## config.mk

```make
export PLATFORM = sky130hd
export DESIGN_NAME = lsu_axi_master
export DESIGN_NICKNAME = d
export VERILOG_FILES = /design/src/rtl/lsu_axi_master_pkg.sv /design/src/rtl/lsu_axi_master_align.sv /design/src/rtl/lsu_axi_master.sv
export SDC_FILE = /design/constraint.sdc
export NUM_CORES = 1
export LEC_CHECK = 0
export BUFFER_PORTS_ARGS = -buffer_cell sky130_fd_sc_hd__buf_4
export CORE_AREA = 5 5 138 140
export DETAILED_ROUTE_END_ITERATION = 8
export DIE_AREA = 0 0 143 145
export MAX_ROUTING_LAYER = met4
export PLACE_DENSITY = 0.73
export SLEW_MARGIN = 15
export SYNTH_ARGS = -nofsm -noshare
export SYNTH_HDL_FRONTEND = slang
export SYNTH_SLANG_ARGS = --single-unit
```

## constraint.sdc

```tcl
create_clock -name clk -period 3.62 [get_ports clk]
set_input_delay 0.181 -clock clk [delete_from_list [all_inputs] [get_ports clk]]
set_output_delay 0.181 -clock clk [all_outputs]
set_load 0.05 [all_outputs]
```

## src/rtl/lsu_axi_master_pkg.sv

```systemverilog
// Shared types and constants for the load/store unit and its AXI master port.
package lsu_axi_master_pkg;

  typedef struct packed {
    logic       store;
    logic       is_unsigned;
    logic [1:0] size;
  } lsu_op_t;

  localparam logic [1:0] LSU_B = 2'b00;
  localparam logic [1:0] LSU_H = 2'b01;
  localparam logic [1:0] LSU_W = 2'b10;

  typedef logic [2:0] lsu_state_t;

  localparam lsu_state_t S_IDLE    = 3'd0;
  localparam lsu_state_t S_RD_ADDR = 3'd1;
  localparam lsu_state_t S_RD_DATA = 3'd2;
  localparam lsu_state_t S_WR_REQ  = 3'd3;
  localparam lsu_state_t S_WR_RESP = 3'd4;
  localparam lsu_state_t S_DONE    = 3'd5;

  localparam logic [1:0] AXI_RESP_OKAY  = 2'b00;
  localparam logic [1:0] AXI_BURST_INCR = 2'b01;

  // Debug view: FSM state, write-channel progress and the id of the last response.
  typedef struct packed {
    lsu_state_t state;
    logic       aw_done;
    logic       w_done;
    logic       last_id;
  } lsu_dbg_t;

endpackage

```

## src/rtl/lsu_axi_master_align.sv

```systemverilog
// Byte-lane steering for a 64-bit bus: store replication/strobes, load extract/extend,
// and misalignment detection.
module lsu_align
  import lsu_axi_master_pkg::*;
(
  input  lsu_op_t     op,
  input  logic [2:0]  addr_lo,
  input  logic [31:0] wdata,
  input  logic [63:0] rdata,
  output logic [63:0] wdata_rep,
  output logic [7:0]  wstrb,
  output logic [31:0] load_data,
  output logic        misaligned
);

  logic [31:0] shifted;
  logic [7:0]  base_strb;

  always_comb begin
    shifted    = 32'(rdata >> {addr_lo, 3'b000});
    wdata_rep  = {2{wdata}};
    base_strb  = 8'h0F;
    load_data  = shifted;
    misaligned = 1'b0;
    case (op.size)
      LSU_B: begin
        wdata_rep = {8{wdata[7:0]}};
        base_strb = 8'h01;
        load_data = op.is_unsigned ? {24'b0, shifted[7:0]} : {{24{shifted[7]}}, shifted[7:0]};
      end
      LSU_H: begin
        wdata_rep  = {4{wdata[15:0]}};
        base_strb  = 8'h03;
        load_data  = op.is_unsigned ? {16'b0, shifted[15:0]} : {{16{shifted[15]}}, shifted[15:0]};
        misaligned = addr_lo[0];
      end
      LSU_W: misaligned = (addr_lo[1:0] != 2'b00);
      default: misaligned = 1'b1;
    endcase
    wstrb = base_strb << addr_lo;
  end

endmodule

```

## src/rtl/lsu_axi_master.sv

```systemverilog
// Single-outstanding load/store unit driving a dedicated AXI4 master (single-beat bursts).
// Handshakes: a transfer happens on a rising clk edge where valid && ready; valids come
// only from registered state, never from ready, and payload is held while valid && !ready.
module lsu_axi_master
  import lsu_axi_master_pkg::*;
#(
  parameter logic AXI_ID     = 1'b1,
  parameter int   DATA_WIDTH = 32
) (
  input  logic                  clk,
  input  logic                  rst,
  input  logic                  req_valid,
  output logic                  req_ready,
  input  logic [3:0]            req_op,
  input  logic [31:0]           req_addr,
  input  logic [DATA_WIDTH-1:0] req_wdata,
  output logic                  resp_valid,
  output logic [DATA_WIDTH-1:0] resp_data,
  output logic                  resp_err,
  output logic                  resp_misaligned,
  output logic                  busy,
  output lsu_dbg_t              dbg,
  output logic                  axi_awid,
  output logic [31:0]           axi_awaddr,
  output logic [7:0]            axi_awlen,
  output logic [2:0]            axi_awsize,
  output logic [1:0]            axi_awburst,
  output logic                  axi_awvalid,
  input  logic                  axi_awready,
  output logic [63:0]           axi_wdata,
  output logic [7:0]            axi_wstrb,
  output logic                  axi_wlast,
  output logic                  axi_wvalid,
  input  logic                  axi_wready,
  input  logic                  axi_bid,
  input  logic [1:0]            axi_bresp,
  input  logic                  axi_bvalid,
  output logic                  axi_bready,
  output logic                  axi_arid,
  output logic [31:0]           axi_araddr,
  output logic [7:0]            axi_arlen,
  output logic [2:0]            axi_arsize,
  output logic [1:0]            axi_arburst,
  output logic                  axi_arvalid,
  input  logic                  axi_arready,
  input  logic                  axi_rid,
  input  logic [63:0]           axi_rdata,
  input  logic [1:0]            axi_rresp,
  input  logic                  axi_rlast,
  input  logic                  axi_rvalid,
  output logic                  axi_rready
);

  lsu_state_t            state;
  lsu_op_t               op_q;
  logic [31:0]           addr_q;
  logic [DATA_WIDTH-1:0] wdata_q;
  logic                  aw_done, w_done, last_id;

  lsu_op_t     req_op_s, op_sel;
  logic [2:0]  addr_sel;
  logic [31:0] load_data;
  logic        misaligned, aw_hs, w_hs;

  assign req_op_s = lsu_op_t'(req_op);
  // In IDLE the aligner judges the incoming request; afterwards it steers the held one.
  assign op_sel   = (state == S_IDLE) ? req_op_s : op_q;
  assign addr_sel = (state == S_IDLE) ? req_addr[2:0] : addr_q[2:0];

  lsu_align u_align (
    .op         (op_sel),
    .addr_lo    (addr_sel),
    .wdata      (wdata_q),
    .rdata      (axi_rdata),
    .wdata_rep  (axi_wdata),
    .wstrb      (axi_wstrb),
    .load_data  (load_data),
    .misaligned (misaligned)
  );

  assign aw_hs = axi_awvalid && axi_awready;
  assign w_hs  = axi_wvalid && axi_wready;

  always_ff @(posedge clk or posedge rst) begin
    if (rst) begin
      state           <= S_IDLE;
      op_q            <= '0;
      addr_q          <= '0;
      wdata_q         <= '0;
      aw_done         <= 1'b0;
      w_done          <= 1'b0;
      last_id         <= 1'b0;
      resp_data       <= '0;
      resp_err        <= 1'b0;
      resp_misaligned <= 1'b0;
    end else begin
      case (state)
        S_IDLE: if (req_valid) begin
          op_q            <= req_op_s;
          addr_q          <= req_addr;
          wdata_q         <= req_wdata;
          aw_done         <= 1'b0;
          w_done          <= 1'b0;
          resp_data       <= '0;
          resp_err        <= 1'b0;
          resp_misaligned <= misaligned;
          if (misaligned)          state <= S_DONE;
          else if (req_op_s.store) state <= S_WR_REQ;
          else                     state <= S_RD_ADDR;
        end
        S_RD_ADDR: if (axi_arready) state <= S_RD_DATA;
        S_RD_DATA: if (axi_rvalid && axi_rlast) begin
          last_id   <= axi_rid;
          resp_err  <= (axi_rresp != AXI_RESP_OKAY);
          resp_data <= (axi_rresp != AXI_RESP_OKAY) ? '0 : DATA_WIDTH'(load_data);
          state     <= S_DONE;
        end
        S_WR_REQ: begin
          if (aw_hs) aw_done <= 1'b1;
          if (w_hs)  w_done  <= 1'b1;
          if ((aw_done || aw_hs) && (w_done || w_hs)) state <= S_WR_RESP;
        end
        S_WR_RESP: if (axi_bvalid) begin
          last_id  <= axi_bid;
          resp_err <= (axi_bresp != AXI_RESP_OKAY);
          state    <= S_DONE;
        end
        S_DONE:  state <= S_IDLE;
        default: state <= S_IDLE;
      endcase
    end
  end

  assign req_ready  = (state == S_IDLE) && !rst;
  assign busy       = (state != S_IDLE);
  assign resp_valid = (state == S_DONE);
  assign dbg        = '{state: state, aw_done: aw_done, w_done: w_done, last_id: last_id};

  assign axi_arid    = AXI_ID;
  assign axi_araddr  = addr_q;
  assign axi_arlen   = 8'd0;
  assign axi_arsize  = {1'b0, op_q.size};
  assign axi_arburst = AXI_BURST_INCR;
  assign axi_arvalid = (state == S_RD_ADDR);
  assign axi_rready  = (state == S_RD_DATA);

  assign axi_awid    = AXI_ID;
  assign axi_awaddr  = addr_q;
  assign axi_awlen   = 8'd0;
  assign axi_awsize  = {1'b0, op_q.size};
  assign axi_awburst = AXI_BURST_INCR;
  assign axi_awvalid = (state == S_WR_REQ) && !aw_done;
  assign axi_wvalid  = (state == S_WR_REQ) && !w_done;
  assign axi_wlast   = 1'b1;
  assign axi_bready  = (state == S_WR_RESP);

endmodule

```

# After elaboration in Yosys (flattened, before gate mapping)
# Cells that the tools add are included.
# Widths: inputs -> output; s select.
[totals] word_cells=87 regBits=107 in_bits=147
[op_classes] n_reduce_logical=29 eq_ne=14 n_shift=2 n_mux=31
[op_table] op="$mux 32" count=5
[op_table] op="$pmux 32 s2" count=2
[op_table] op="$pmux 64 s2" count=1
[op_table] op="$shr 64x6->32" count=1
[op_table] op="$mux 3" count=8
[op_table] op="$pmux 3 s5" count=1
[op_table] op="$reduce_and 3->1" count=4
[op_table] op="$reduce_bool 2->1" count=6
[op_table] op="$ne 2x2->1 const B" count=5
[op_table] op="$pmux 4 s2" count=1
[op_table] op="$shl 4x3->8" count=1
[op_table] op="$logic_and 1x1->1" count=7
[op_table] op="$mux 1" count=7
[op_table] op="$eq 3x2->1 const B" count=2
[op_table] op="$eq 3x3->1 const B" count=2
[op_table] op="$pmux 1 s2" count=3
[op_table] op="$pmux 1 s3" count=2
[op_table] op="$reduce_bool 3->1" count=2
[op_table] op="$reduce_and 5->1" count=1
[op_table] op="$ne 2x1->1 const B" count=2
[op_table] op="$reduce_and 4->1" count=1
[op_table] op="$eq 3x1->1 const B" count=1
[op_table] op="$logic_not 1->1" count=3
[op_table] op="$logic_not 3->1" count=1
[op_table] op="other kinds (6)" count=7

# Logic depth before layout (Yosys ltp)
# Gate-level depths: netlist of the first run.
[depth] depth_word=8 depth_mapped=10 ltp_nobuf=7

# By module
# From an unflattened synthesis of the first run, not the netlist that was laid out.
[hier_totals] cells_unflattened=896 hier_area_um2=7388.3
[by_module_without_submodules] mod="lsu_axi_master" cells_each=573 n_inst=1 seq_area_each_um2=2702.6 area_per_inst_um2=4904.7
[by_module_without_submodules] mod="lsu_align" cells_each=323 n_inst=1 seq_area_each_um2=0.0 area_per_inst_um2=2483.6

# Least setup slack after synthesis of the first run
# Ideal clock, no wire load.
[synth_timing] path_type="register -> output" from="register state[2]" to="output axi_wdata[56]" stages_incl_launch_ff=7 setup_slack_ns=-0.016 arrival_time_ns=3.455 cell_sequence="dfrtp_1 nor3_4 mux2i_1 clkbuf_1 mux2i_1 o21ai_0 buf_4"
[synth_via] elab_chain_len=4 elab_cells_between_ends=5
[synth_rtl] element="from (decl)" line_no="lsu_axi_master.sv:54" text="lsu_state_t state;"
[synth_rtl] element="from (signal assigned)" line_no="lsu_axi_master.sv:86" text="state <= S_IDLE;"
[synth_rtl] element="from (signal assigned)" line_no="lsu_axi_master.sv:107" text="if (misaligned) state <= S_DONE;"
[synth_rtl] element="from (signal assigned)" line_no="lsu_axi_master.sv:108" text="else if (req_op_s.store) state <= S_WR_REQ;"
[synth_rtl] element="$logic_not 3->1 (*)" line_no="lsu_axi_master.sv:67" text="assign op_sel = (state == S_IDLE) ? req_op_s : op_q;"
[synth_rtl] element="$mux 3 (*)" line_no="lsu_axi_master.sv:67"
[synth_rtl] element="$eq 2x1->1 / $logic_not 2->1 (equally long branches)" line_no="lsu_axi_master_align.sv:25" text="case (op.size)"
[synth_rtl] element="$pmux 64 s2 (*)" line_no="lsu_axi_master_align.sv:25"
[synth_rtl] element="to (decl)" line_no="lsu_axi_master.sv:30" text="output logic [63:0] axi_wdata,"
# Every way passes the cells marked *; elsewhere a longest branch is shown, timed or not.

# Final worst setup path of the first run
[layout_timing] from="register state[2]" to="output axi_wstrb[6]"
[layout_via] elab_chain_len=5 elab_cells_between_ends=7
[layout_rtl] element="$logic_not 3->1 (*)" line_no="lsu_axi_master.sv:67, lsu_axi_master.sv:68"
[layout_rtl] element="$mux 3" line_no="lsu_axi_master.sv:67"
[layout_rtl] element="$eq 2x1->1 / $logic_not 2->1 (equally long branches)" line_no="lsu_axi_master_align.sv:25"
[layout_rtl] element="$pmux 4 s2" line_no="lsu_axi_master_align.sv:25"
[layout_rtl] element="$shl 4x3->8 (*)" line_no="lsu_axi_master_align.sv:40" text="wstrb = base_strb << addr_lo;"
[layout_rtl] element="to (decl)" line_no="lsu_axi_master.sv:31" text="output logic [7:0] axi_wstrb,"
# Marks and branches as above.

==> metrics, run 1 <==
critical path's most frequent cell nand2_1; Hold Path Depth 3; Worst Tran Pin Value 0.9685 ns; Async SR Flop Fraction 100.0%; setup slack, reg-to-reg 0.60 ns; hold crit path type input pin to flop; DRC Markers 0; initial antenna violation count 0; CTS tree yes; reg-to-reg startpoint state[2]; multi-input logic area 3618 um2; final net count 1291; pin count of the biggest net entering global routing 57; TritonCTS buffer count 9; final instance area 9728 um2; Synth Warn # 0; GRT Util Overall 25.06%; top-count cell post-synth nand2_1; ant diodes 0; mux cell area share after synthesis 10.75%; setup TNS 0 ns; crit end category output port; XOR/XNOR share of the synthesized area 0%; # port buffers 334; area grow syn2layout 34.75%; Reg clk slew, reported paths around 0.080 ns; synthesized flop and latch total 107; hold path endpoint axi_araddr[11]; fin crit period 3.308 ns; FILL cells roughly 1700; Peak Freq between 0.3 and 0.4 GHz; DIE AREA 20740 um2; hold_sp req_addr[11]; share of cells above drive strength 1 34.90%; grt ovf 0; kind of cell adding the most delay to the critical path simple AND/OR/NAND/NOR gates; Yosys cell types 59; I/O Pins 360; Syn Area/Cell between 8 and 9 um2; Slew HR 35.26%; post-route ant nets 0; vias per inst 5.303; Row Count 49; dpl cell area 9260 um2; setup ws final 0.3116 ns; Via Count 7307; clk_skew 0.007759 ns; DP HPWL a little under 20000 um; Post-Synth Simple-Gate Area between 20% and 30%; Clock Tree Buf Depth 2; height of the die 145 um; post-synthesis compound-gate area fraction 14.73%; Startpoint Class flop; final period utilization 91.39%; EDFF count, synth 0; Avg WL per Cell 19.01 um; Slew Limit Fails 0; main combinational cell family by area after synthesis simple AND/OR/NAND/NOR gates; slowest cell on the critical path dfrtp_1; DP Worst Slack 0.6463 ns; reg2reg path depth 8; Post-Syn Instances 899; critical-path cell list nor3_4, inv_2, mux2_2, nand2_1, o22ai_1, nand2_1, o21ai_0, buf_4; DRT Wirelength 26200 um; post-synthesis adder-cell area fraction 0%; critical path type flop to output port; Syn Std Cell Area ~7200 um2; synth cell count leaders nand2_1 (320), dfrtp_1 (107), buf_4 (106), mux2i_1 (57), clkbuf_1 (38); WP buf/inv 2; core area 17720 um2; status finished, final reports clean; Worst Path Arrival 3.13 ns; CP max FO 16; area share of the largest cell type after synthesis 37.09%; register area share after synthesis 37.09%; leading area contributor after synthesis dfrtp_1; clk root buf clkbuf_16; first-pass GRT wire length slightly above 40000 um; vias in the first global route 7383; RD Place Congestion 0.9333; CTS sink count ~110; setup bufs post-CTS 0; Starting Density between 40% and 50%; final setup fails 0; Hold Fails Final Rpt 0; RSZ-0062 raised after global routing false; top area cells in the synthesized netlist dfrtp_1 (37%), nand2_1 (17%), buf_4 (11%); drt first pass iters 6; top_reg_cell synth dfrtp_1; slowest stage delay, CP 0.55 ns; Worst R2R End resp_data[18]; hold slack 0.01347 ns; Req. time, crit path 3.44 ns; clk_lat worst skew roughly 0.35 ns; Reg area ~2700 um2; Max-Cap Viols 0; starting DRC count in detailed routing 560; die width 143 um; Max H-tree Level 3
## layout make-up
cell class	count	area share, %
Multi-Input combinational cell	651	37.20
Timing Repair Buffer	371	29.22
Sequential cell	107	27.52
Tap cell	229	2.945
Clock buffer	9	2.315
Clock inverter	7	0.6174
Inverter	4	0.1801
## per-layer routing
layer	GRT usage (%)	part of all wire, %
met5	-	0
met1	31.63	39
met4	7.414	2.6
met2	41.52	50
met3	3.883	8.4
## tightest hold or removal path: cells and delay by family
family / cells / cell delay [ns]
buf+inv: 1 / 0.07
simple gates: 2 / 0.09
## worst max path at each step
stage,startpoint,end,slack [ns],cells after the start
floorplan,state[1],axi_wstrb[6],0.38,9
global placement,state[2],axi_wstrb[5],0.67,7
detailed placement,state[2],axi_wstrb[5],0.65,7
CTS,state[2],axi_wstrb[5],0.24,7
global route,state[2],axi_wstrb[6],0.19,8
finish,state[2],axi_wstrb[6],0.31,8
## cell usage in the layout, fill, tap and decap left out, drive strengths merged, types with 3 or more instances in the layout
master and n:
a31o 4, clkinv 3, nor2 31, dlygate4sd3 18
o21ai 34, buf 353, nand4 4, a21oi 26
nand2 320, nand3 13, mux2 13, a32oi 8
a22oi 7, a22o 24, nor3 4, or3 5
a21o 11, clkbuf 9, mux2i 58, o22ai 13
and2 6, inv 8, dfrtp 107, a222oi 4
nand2b 9, conb 25
## stage by stage
| step | cells | util [%] |
|---|---|---|
| 2_1_floorplan | 922 | - |
| 3_3_place_gp | 1344 | 52.26 |
| 3_5_place_dp | 1344 | 52.26 |
| 4_1_cts | 1378 | 54.89 |
| 5_1_grt | 1378 | 54.90 |
| 6_report | 1378 | 54.90 |
## flip-flops by register name (all words and copies together), names as in the netlist
register	count
resp_data	32
wdata_q	32
last_id	1
aw_done	1
axi_araddr	32
w_done	1
axi_arsize	2
op_q	1
resp_misaligned	1
resp_err	1
state	3
## logic make-up (layout without fill, tap and decap cells)
logic type,after synthesis,in the layout
other cells,2,25
mux,73,73
compound gates,151,151
simple gates,402,402
flops,107,107
buf+inv,164,391
## what timing repair did
item,CTS,global route
gates resized for setup,0,1
hold buffers,18,0
setup endpoints to repair,0,1
hold endpoints to repair,67,0
Power of run 1 is left out: the tool's default activity adds up to more than one toggle a clock period on the data nets, which glitch-free logic cannot reach.
==> run 2, diff against run 1 <==
- clock period: 3.62 -> 3.4 ns (I/O delays scaled with it)
==> run 2 against run 1 <==
Against the previous run:
- flip-flop and latch count stayed put
- critical path type unchanged
- die area stayed put
- first-iteration DRC count is 14% higher
==> metrics, run 2 (synthesis gave the netlist of run 1 again) <==
status finished, final reports clean (unchanged); starting DRC count in detailed routing 637 (was 560); hold crit path type input pin to flop (unchanged); Slew Limit Fails 0 (unchanged); ant diodes 0 (unchanged); Via Count 7408 (was 7307); height of the die 145 um (unchanged); area grow syn2layout 38.46% (was 34.75%); Req. time, crit path 3.23 ns (was 3.44 ns); commonest cells after routing, fill and taps aside buf_4 (356), nand2_1 (317), dfrtp_1 (107) (was buf_4 (352), nand2_1 (317), dfrtp_1 (107)); DRT Wirelength 26570 um (was 26200 um); fin crit period 3.115 ns; clk_lat worst skew 0.35 ns (about the same); final period utilization around nine tenths; Clock Tree Buf Depth 2 (unchanged); Hold Fails Final Rpt 0 (unchanged); Worst Tran Pin Value 0.7137 ns (was 0.9685 ns); initial antenna violation count 0 (unchanged); vias in the first global route 7441 (was 7383); Peak Freq 0.3210 GHz; core area 17720 um2 (unchanged); DP HPWL 19620 um (was 19530 um); Row Count 49 (unchanged); DRC Markers 0 (unchanged); setup TNS 0 ns (unchanged); clk_skew 0.008152 ns (was 0.007759 ns); Max H-tree Level 3 (unchanged); vias per inst 5.284 (was 5.303); Reg clk slew, reported paths 0.08 ns (about the same); clk root buf clkbuf_16 (unchanged); commonest non-fill, non-tap cell in the layout buf_4 (unchanged); grt ovf 0 (unchanged); I/O Pins 360 (unchanged); final setup fails 0 (unchanged); # port buffers 334 (unchanged); CTS sink count 107 (unchanged); drt first pass iters 5 (was 6); Starting Density 40.75% (unchanged); crit end category output port (unchanged); RSZ-0062 raised after global routing false (unchanged); RD Place Congestion 0.9617 (was 0.9333); die width 143 um (unchanged); FILL cells 1578 (was 1665); pin count of the biggest net entering global routing 76 (was 57); Max-Cap Viols 0 (unchanged); critical path type flop to output port (unchanged); final net count 1315 (was 1291); Startpoint Class flop (unchanged); DIE AREA 20740 um2 (unchanged); Slew HR 52.42% (was 35.26%); first-pass GRT wire length 41010 um (was 40420 um); share of cells above drive strength 1 34.61% (was 34.90%); TritonCTS buffer count 9 (unchanged); GRT Util Overall 25.42% (was 25.06%); CP max FO 17 (was 16); CTS tree yes (unchanged); post-route ant nets 0 (unchanged); Avg WL per Cell 18.95 um (was 19.01 um); Worst Path Arrival 2.95 ns (was 3.13 ns)
run 2: worst paths after layout:
| kind | start | end | slack (ns) | cells past startpoint |
|---|---|---|---|---|
| setup / recovery | state[1] | axi_wstrb[1] | 0.28 | 7 |
| hold / removal | req_addr[17] | axi_araddr[17] | 0.01 | 3 |
| setup reg to reg | state[1] | resp_data[29] | 0.46 | 7 |
| hold reg to reg | wdata_q[16] | wdata_q[16] | 0.48 | 2 |
| max in group asynchronous | rst | axi_araddr[18] | 2.21 | 4 |
| min in group asynchronous | rst | resp_data[15] | 0.41 | 3 |
run 2: critical path: stages (launching register included):
cell and delay [ns]:
dfrtp_1 0.55, nor3_4 0.34, buf_4 0.18, mux2i_4 0.46, buf_4 0.33, and2_0 0.35
a21oi_1 0.15, buf_4 0.22
run 2: what timing repair did:
| action | in CTS | in global routing |
|---|---|---|
| setup buffers | 0 | 2 |
| setup endpoints to repair | 0 | 9 |
| hold buffers | 37 | 0 |
| gates resized for setup | 0 | 1 |
| endpoints found under the hold margin | 68 | 0 |
run 2: metrics by stage:
| step | setup slack [ns] | std cells | instance area, um2 | util [%] | hold WS (ns) |
|---|---|---|---|---|---|
| after detailed placement | 0.4961 | 1347 | 9295 | 52.46 | 0.2266 |
| after floorplan | 0.1740 | 922 | 7306 | - | 0.2754 |
| after global placement | 0.5434 | 1347 | 9295 | 52.46 | 0.2250 |
| after global routing | 0.09642 | 1402 | 9996 | 56.42 | 0.008361 |
| after CTS | 0.07405 | 1400 | 9978 | 56.32 | 0.00007638 |
| final | 0.2846 | 1402 | 9996 | 56.42 | 0.01455 |
run 2: area by class of cell:
cell class / count / area, um2 / area share, %
repair buffers: 395 / 3083 / 30.84
multi-input cells: 651 / 3618 / 36.20
clock buffers: 10 / 239.0 / 2.391
flip-flops and latches: 107 / 2678 / 26.79
clock inverters: 6 / 73.82 / 0.7385
well taps: 229 / 286.5 / 2.866
inverters: 4 / 17.52 / 0.1752
run 2: routing by layer:
| metal | GRT usage [%] | part of all wire, % | vias to the layer above |
|---|---|---|---|
| met5 | - | 0 | - |
| met4 | 9.125 | 3.4 | 0 |
| met3 | 4.475 | 8.6 | 53 |
| met2 | 41.73 | 50 | 404 |
| met1 | 31.38 | 39 | 3506 |
| li1 | - | - | 3445 |
Power of run 2 is left out for the same reason.
==> run 3, diff against run 2 <==
- HOLD_SLACK_MARGIN: default -> 0.06
==> run 3 against run 2 <==
Against the previous run:
- fmax is 0.45% lower
- final area rose by 2.8%
- non-clock buffer count grew 28
- critical path depth up 1
- clock-buffer cell count unchanged
- die area unchanged
- register-to-register slack about the same
- hold slack better by 0.064 ns
- routed wire length is 1.4% higher
- worst setup slack worse by 0.014 ns
- critical endpoint is now axi_wstrb[3]
==> metrics, run 3 (synthesis gave the netlist of run 1 again) <==
status finished, final reports clean (unchanged); post-route ant nets 0 (unchanged); critical path's most frequent cell buf_4 (unchanged); FILL cells 1538 (was 1578); Worst Tran Pin Value 0.7112 ns (was 0.7137 ns); DRT Wirelength 26950 um (was 26570 um); Hold Path Depth 3 (unchanged); RD Place Congestion 0.9617 (unchanged); TritonCTS buffer count 9 (unchanged); critical path type flop to output port (unchanged); Row Count 49 (unchanged); DIE AREA 20740 um2 (unchanged); DP HPWL 19620 um (unchanged); CTS tree yes (unchanged); vias per inst 5.252 (was 5.284); clk_lat worst skew 0.35 ns (about the same); Worst Path Arrival 2.96 ns (was 2.95 ns); GRT Util Overall 25.88% (was 25.42%); fin crit period 3.130 ns (was 3.115 ns); clk root buf clkbuf_16 (unchanged); core area 17720 um2 (unchanged); CTS sink count 107 (unchanged); share of cells above drive strength 1 33.81% (was 34.61%); Startpoint Class flop (unchanged); height of the die 145 um (unchanged); setup TNS 0 ns (unchanged); clk_skew 0.008079 ns (was 0.008152 ns); vias in the first global route 7626 (was 7441); pin count of the biggest net entering global routing 76 (unchanged); hold crit path type input pin to flop (unchanged); slowest cell on the critical path or4b_1 (was dfrtp_1); RSZ-0062 raised after global routing false (unchanged); grt ovf 0 (unchanged); Slew HR 52.59% (was 52.42%); Reg clk slew, reported paths 0.08 ns (about the same); reg2reg path depth 7 (unchanged); initial antenna violation count 1 (was 0); critical-path cell list buf_4, or4b_1, and2_2, buf_4, a21oi_1, nor2_1, nor2_1, buf_4 (was nor3_4, buf_4, mux2i_4, buf_4, and2_0, a21oi_1, buf_4); Req. time, crit path 3.23 ns (about the same); final period utilization 92.05% (was 91.63%); commonest cells after routing, fill and taps aside buf_4 (356), nand2_1 (317), dfrtp_1 (107) (unchanged); Peak Freq 0.3195 GHz (was 0.3210 GHz); Starting Density 40.75% (unchanged); I/O Pins 360 (unchanged); area grow syn2layout 42.37% (was 38.46%); CP max FO 27 (was 17); starting DRC count in detailed routing 629 (was 637); first-pass GRT wire length 41820 um (was 41010 um); DRC Markers 0 (unchanged); Max H-tree Level 3 (unchanged); crit end category output port (unchanged); Slew Limit Fails 0 (unchanged); slowest stage delay, CP 0.56 ns (was 0.55 ns); final setup fails 0 (unchanged); Avg WL per Cell 18.83 um (was 18.95 um); drt first pass iters 6 (was 5); die width 143 um (unchanged); commonest non-fill, non-tap cell in the layout buf_4 (unchanged); Clock Tree Buf Depth 2 (unchanged); Via Count 7516 (was 7408); Max-Cap Viols 0 (unchanged); Hold Fails Final Rpt 0 (unchanged); final net count 1343 (was 1315); # port buffers 334 (unchanged)
-- run 3: cell count changes in the layout (fill, tap and decap cells not counted), sizes merged --
cell | before | now
dlygate4sd3 | 37 | 65
diode | 0 | 1
-- run 3: critical path: cells and delay by family, from the launching register on --
kind            cells  cell delay [ns]
compound gates      1             0.20
simple gates        4             1.23
flops               1             0.42
buf+inv             3             0.75
-- run 3: stage by stage --
stage | hold slack (ns) | instances | cell area, um2 | utilization [%] | setup slack [ns]
2_1_floorplan | 0.2754 | 922 | 7306 | - | 0.1740
3_3_place_gp | 0.2250 | 1347 | 9295 | 52.46 | 0.5434
3_5_place_dp | 0.2266 | 1347 | 9295 | 52.46 | 0.4961
4_1_cts | 0.06562 | 1428 | 10260 | 57.90 | 0.07405
5_1_grt | 0.08288 | 1431 | 10280 | 58.01 | 0.09642
6_report | 0.07887 | 1431 | 10280 | 58.01 | 0.2703
-- run 3: final cells by class --
cell class              count  area, um2  share of cell area, %
flip-flops and latches    107       2678                  26.05
clock buffers              10      239.0                  2.325
well taps                 229      286.5                  2.788
repair buffers            423       3363                  32.72
multi-input cells         651       3618                  35.20
clock inverters             6      73.82                 0.7182
diodes                      1      2.502                0.02435
inverters                   4      17.52                 0.1704
-- run 3: final timing paths --
kind	from	endpoint	slack [ns]
worst max-delay path	state[2]	axi_wstrb[3]	0.27
worst min-delay path	req_wdata[21]	wdata_q[21]	0.08
worst max register to register	state[1]	resp_data[29]	0.47
worst min register to register	wdata_q[16]	wdata_q[16]	0.48
max in group asynchronous	rst	axi_araddr[18]	2.21
min in group asynchronous	rst	resp_data[15]	0.41
-- run 3: per-layer routing --
metal / GRT usage, % / up-vias / wire [um]
met1: 31.75 / 3547 / 10300
li1: - / 3505 / -
met2: 43.07 / 414 / 13540
met4: 8.365 / 0 / 791
met3: 4.673 / 50 / 2312
met5: - / - / 0
-- run 3: what timing repair did --
item	CTS	global route
setup buffers	0	2
hold endpoints to repair	96	0
endpoints found under the setup margin	0	9
gates resized for setup	0	1
hold buffers	65	0
Power of run 3 is left out for the same reason.
